<file path="src/rtl/plot_selector.sv">
// Three-button plot/page selector: debounced Next/Previous/Auto-play presses
// step a plot index and drive a registered one-hot enable bus.

module plot_selector_btn #(
  parameter int DEBOUNCE_CYCLES = 1000000
) (
  input  logic sysclk,
  input  logic rst,
  input  logic btn_i,
  output logic press_o
);

  localparam int CW = $clog2(DEBOUNCE_CYCLES + 1);
  localparam logic [CW-1:0] CNT_LAST = CW'(DEBOUNCE_CYCLES - 1);

  logic          sync1_q, sync2_q;
  logic          db_state_q, db_state_d;
  logic          db_prev_q;
  logic [CW-1:0] db_cnt_q, db_cnt_d;

  // A level change is accepted only after DEBOUNCE_CYCLES consecutive
  // synchronised samples disagree with the current debounced level.
  always_comb begin
    db_state_d = db_state_q;
    db_cnt_d   = '0;
    if (sync2_q != db_state_q) begin
      if (db_cnt_q == CNT_LAST) begin
        db_state_d = sync2_q;
      end else begin
        db_cnt_d = db_cnt_q + 1'b1;
      end
    end
  end

  always_ff @(posedge sysclk) begin
    if (rst) begin
      sync1_q    <= 1'b0;
      sync2_q    <= 1'b0;
      db_state_q <= 1'b0;
      db_prev_q  <= 1'b0;
      db_cnt_q   <= '0;
    end else begin
      sync1_q    <= btn_i;
      sync2_q    <= sync1_q;
      db_state_q <= db_state_d;
      db_prev_q  <= db_state_q;
      db_cnt_q   <= db_cnt_d;
    end
  end

  assign press_o = db_state_q & ~db_prev_q;

endmodule

module plot_selector #(
  parameter int NUM_PLOTS       = 4,
  parameter int AUTO_PERIOD     = 268435456,
  parameter int DEBOUNCE_CYCLES = 1000000,
  parameter int WRAP            = 1,
  localparam int IW             = $clog2(NUM_PLOTS)
) (
  input  logic                 sysclk,
  input  logic                 rst,
  input  logic                 Bt_Next,
  input  logic                 Bt_Pre,
  input  logic                 Bt_Auto,
  output logic [NUM_PLOTS-1:0] Enable_SW,
  output logic [IW-1:0]        Address,
  output logic                 Is_Auto,
  output logic                 Auto_Tick
);

  localparam int AW = $clog2(AUTO_PERIOD);
  localparam logic [AW-1:0] AUTO_LAST = AW'(AUTO_PERIOD - 1);
  localparam logic [IW-1:0] ADDR_LAST = IW'(NUM_PLOTS - 1);

  logic next_p, pre_p, auto_p;

  logic [IW-1:0]        addr_q, addr_d, addr_inc, addr_dec;
  logic [NUM_PLOTS-1:0] en_q, en_d;
  logic                 is_auto_q, is_auto_d;
  logic                 tick_q, tick_d;
  logic [AW-1:0]        auto_cnt_q, auto_cnt_d;
  logic                 manual, tick_due;

  plot_selector_btn #(.DEBOUNCE_CYCLES(DEBOUNCE_CYCLES)) u_btn_next (
    .sysclk(sysclk), .rst(rst), .btn_i(Bt_Next), .press_o(next_p)
  );
  plot_selector_btn #(.DEBOUNCE_CYCLES(DEBOUNCE_CYCLES)) u_btn_pre (
    .sysclk(sysclk), .rst(rst), .btn_i(Bt_Pre), .press_o(pre_p)
  );
  plot_selector_btn #(.DEBOUNCE_CYCLES(DEBOUNCE_CYCLES)) u_btn_auto (
    .sysclk(sysclk), .rst(rst), .btn_i(Bt_Auto), .press_o(auto_p)
  );

  always_comb begin
    addr_inc = addr_q + 1'b1;
    addr_dec = addr_q - 1'b1;
    if (addr_q == ADDR_LAST) begin
      addr_inc = (WRAP != 0) ? '0 : ADDR_LAST;
    end
    if (addr_q == '0) begin
      addr_dec = (WRAP != 0) ? ADDR_LAST : '0;
    end
  end

  // Manual presses win over the auto tick; a tick that would run past the
  // last plot in saturate mode ends auto-play instead.
  always_comb begin
    manual    = next_p | pre_p;
    tick_due  = is_auto_q && (auto_cnt_q == AUTO_LAST);
    addr_d    = addr_q;
    is_auto_d = is_auto_q ^ auto_p;
    tick_d    = 1'b0;
    if (next_p && !pre_p) begin
      addr_d = addr_inc;
    end else if (pre_p && !next_p) begin
      addr_d = addr_dec;
    end else if (!manual && tick_due && !auto_p) begin
      if (WRAP == 0 && addr_q == ADDR_LAST) begin
        is_auto_d = 1'b0;
      end else begin
        addr_d = addr_inc;
        tick_d = 1'b1;
      end
    end
    if (!is_auto_q || !is_auto_d || manual || tick_due) begin
      auto_cnt_d = '0;
    end else begin
      auto_cnt_d = auto_cnt_q + 1'b1;
    end
  end

  always_comb begin
    en_d = '0;
    for (int i = 0; i < NUM_PLOTS; i++) begin
      en_d[i] = (addr_q == IW'(i));
    end
  end

  always_ff @(posedge sysclk) begin
    if (rst) begin
      addr_q     <= '0;
      en_q       <= NUM_PLOTS'(1);
      is_auto_q  <= 1'b0;
      tick_q     <= 1'b0;
      auto_cnt_q <= '0;
    end else begin
      addr_q     <= addr_d;
      en_q       <= en_d;
      is_auto_q  <= is_auto_d;
      tick_q     <= tick_d;
      auto_cnt_q <= auto_cnt_d;
    end
  end

  assign Address   = addr_q;
  assign Enable_SW = en_q;
  assign Is_Auto   = is_auto_q;
  assign Auto_Tick = tick_q;

endmodule

</file>
<file path="config.mk">
export PLATFORM = sky130hd
export DESIGN_NAME = plot_selector
export DESIGN_NICKNAME = d
export VERILOG_FILES = /design/src/rtl/plot_selector.sv
export SDC_FILE = /design/constraint.sdc
export NUM_CORES = 1
export LEC_CHECK = 0
export BUFFER_PORTS_ARGS = -buffer_cell sky130_fd_sc_hd__buf_4
export CAP_MARGIN = 20
export CORE_MARGIN = 5
export CORE_UTILIZATION = 45
export DETAILED_ROUTE_END_ITERATION = 10
export PLACE_DENSITY_LB_ADDON = 0.05
export SKIP_LAST_GASP = 1
export SLEW_MARGIN = 20
export SYNTH_ARGS = -nofsm -noshare
export SYNTH_HDL_FRONTEND = slang
export SYNTH_SLANG_ARGS = --single-unit
</file>
<file path="constraint.sdc">
create_clock -name sysclk -period 4.9 [get_ports sysclk]
set_input_delay 0.49 -clock sysclk [delete_from_list [all_inputs] [get_ports sysclk]]
set_output_delay 0.49 -clock sysclk [all_outputs]
set_load 0.01 [all_outputs]
</file>
==> flow_summary.ini <==
[worst_setup_path]
reg2reg_to = auto_cnt_q[27]
end_kind = flip-flop
required_ns = 5.14
startpoint = auto_cnt_q[9]
r2r-start = auto_cnt_q[9]
rrSetupSlack_ns = 2.42
critical_path_class = flip-flop to flip-flop
startpoint_type = flip-flop
critPathArrivalTime_ns = 2.72
endpoint = auto_cnt_q[27]
crit_fanout = 28
reg2reg_depth = 5

[route]
detail-route-antenna-nets = 0
vias = 3816
met2WireLength_um = 4020
wl_met1_um = 4570
drt-initial-drc-count = 231
firstDrtPassIters = 4
met3WireLength_um = 308
wl_um = 9000
viasPerCell = 5.50
highest_layer = met4
post_drt_wl_per_cell_um = 13.0
remaining_drc_errors = 0

[global_route]
grt.total_usage_pct = 14.8
antenna_found_initial = 0
grt_max_degree = 29
grt_pass1_wl_um = 15900
grt_overflow = 0
grt_pass1_vias = 3532

[timing]
max_freq_mhz = 402
finClkSkew_ns = 0.00787
slew_headroom_pct = 44.8
finalCritPeriodShare_pct = 50.7
maxSlewViolCount = 0
grt_setup_unrepaired = no
fin_crit_ns = 2.48
fin_tns_setup_ns = 0
tightest_slew_ns = 0.828
hold_violations = 0
finalSetupViolations = 0

[logic_synthesis]
synth_seq_cells = 108
synth_nets = 565
postSynth.asyncResetShare_pct = 0
syn_inst = 548
yosysSeqAreaShare_pct = 44.4
synth-edff-count = 0
synthFlopType = dfxtp_1
avgSynthCellArea_um2 = 8.89
ys_warn_count = 0
yosysUniqueCellTypes = 44
synth_area_mm2 = 0.00487

[power]
power_leakage_nw = 1.60
total_power_mw = 1.39
power.density_mw_per_mm2 = 266
combinationalPowerShare_pct = 1.1
peakVddDrop_v = 0.000205
pwr-share-seq_pct = 63.2
clockPowerShare_pct = 35.7
switchingPower_uw = 311
swShare_pct = 22.3
p_int_mw = 1.08

[floorplan]
die_w_um = 114
placement_rows = 38
fp.dieH_um = 114
core_mm2 = 0.0107
die_area_mm2 = 0.0130
io_pins = 13
start_util_pct = 45.4

[hold_path]
hp-class = input pin to flip-flop

[layout]
antenna_cells = 0
finish.utilization_pct = 48.8
fin_nets = 566
syn2layout_area_growth_pct = 7.60
drive_gt1_share_pct = 7.22

[clocking]
htreeDepth = 3
cts_buffer_depth = 2
ctsHoldBuffers = 0
cts_tree = done
clk_latency_ns = 0.38
numCtsBuffers = 9
cts_resized = 0
clk_pin_slew_ns = 0.10
cts_setup_buffers = 0
ctsRootBufferMaster = clkbuf_8
cts.sinks = 108

[placed_design]
dpl.hpwl_um = 5910
gp_congestion = 0.677
io_buffers = 12

[flow_run]
maxCapViolations = 0

[run_status]
status = finished clean
synthesized netlist by cell type (3+ instances only):
cell / count / area, um^2
inv_1: 22 / 82.6
nand3_1: 30 / 150
nor2_1: 43 / 161
and3_1: 13 / 81.3
nand4_1: 20 / 125
and2_1: 4 / 25.0
a211oi_1: 13 / 97.6
nand2_1: 26 / 97.6
or4_1: 21 / 158
nor4b_1: 5 / 43.8
o21ai_0: 20 / 100
nor3_1: 17 / 85.1
xor2_1: 25 / 219
clkbuf_1: 20 / 75.1
nor4_1: 5 / 31.3
nor2b_1: 13 / 81.3
o31ai_1: 20 / 150
dfxtp_1: 108 / 2160
nand2b_1: 3 / 18.8
a21oi_1: 26 / 130
nor3b_1: 3 / 22.5
xnor2_1: 22 / 193
buf_2: 5 / 25.0
or3_1: 19 / 119
ha_1: 12 / 150
and4_1: 9 / 78.8
state kept, by name, indices dropped and copies added, names as in the netlist, 2 cells and up:
name                 flops
Enable_SW                4
u_btn_next.db_cnt_q     20
auto_cnt_q              28
Address                  2
u_btn_pre.db_cnt_q      20
u_btn_auto.db_cnt_q     20
cells by family after synthesis:
family          Yosys count  synth area share, %
simple gates            242                 28.3
flops                   108                 44.4
compound gates           91                 11.9
buf+inv                  48                 3.90
xor+xnor                 47                 8.45
fa+ha+maj                12                 3.08
cells in the final DEF (no fill, tap or decap), types with 2 or more instances in the layout:
master / instances
dfxtp_1: 108
clkbuf_8: 10
nor4_1: 5
or2_2: 2
o21ba_2: 2
nand2b_1: 3
or4_1: 21
clkinv_2: 2
o31ai_1: 20
a211oi_1: 13
nand4_1: 20
xnor2_1: 22
nand3b_1: 2
and3_1: 13
and4_1: 9
clkinvlp_4: 2
nand3_1: 30
and2_1: 4
nor2_1: 43
nor3b_1: 3
o21ai_0: 18
nor4b_1: 5
nand2_1: 26
inv_1: 22
or3_1: 19
a31oi_1: 2
o21a_1: 2
ha_1: 12
a21oi_1: 26
nor3_1: 17
nor2b_1: 13
xor2_1: 25
nand4b_1: 2
o21ai_1: 2
clkbuf_1: 2
buf_4: 15
metal layers:
| layer | up-vias | global-route usage, % |
|---|---|---|
| met2 | 31 | 23.8 |
| met3 | 6 | 5.29 |
| met4 | 0 | 4.12 |
| met1 | 1787 | 18.9 |
| li1 | 1992 | - |
| met5 | - | 0 |
final cells by class:
type	count	area (um^2)
clock buffer	12	145
inverter	22	82.6
clock inverter	4	25.0
tap	140	175
sequential	108	2160
fill	1092	5500
multi-input combinational	392	2530
timing repair buffer	16	124
worst min-delay path by stage:
stage,startpoint,endpoint,slack [ns],depth (start not counted)
floorplan,u_btn_pre.db_cnt_q[0],u_btn_pre.db_cnt_q[0],0.41,1
global placement,u_btn_auto.sync1_q,u_btn_auto.sync2_q,0.42,1
detailed placement,u_btn_auto.sync1_q,u_btn_auto.sync2_q,0.42,1
CTS,Bt_Auto,u_btn_auto.sync1_q,0.30,2
global route,Bt_Auto,u_btn_auto.sync1_q,0.29,2
finish,Bt_Pre,u_btn_pre.sync1_q,0.32,2
power groups by stage:
stage	sequential, mW	combinational (mW)	clock [mW]
after global routing	0.882	0.0166	0.559
after global placement	0.902	0.0149	0
after floorplan	0.902	0.00990	0
after CTS	0.882	0.0151	0.519
final	0.881	0.0147	0.499
after detailed placement	0.902	0.0151	0
worst max-delay path, stage by stage, from the launching register on:
cell      delay (ns)
dfxtp_1         0.39
and4_1          0.29
nand4_2         0.53
nor4_4          0.71
buf_4           0.34
a211oi_1        0.07
per-stage QoR:
step	instance area [um^2]	hold slack (ns)	setup slack [ns]	cells
3_3_place_gp	5060	0.423	2.49	677
5_1_grt	5240	0.290	2.24	694
6_report	5240	0.316	2.42	694
2_1_floorplan	4870	0.413	2.96	548
4_1_cts	5230	0.298	2.40	693
3_5_place_dp	5060	0.424	2.43	677
(Power assumes the default switching activity.)
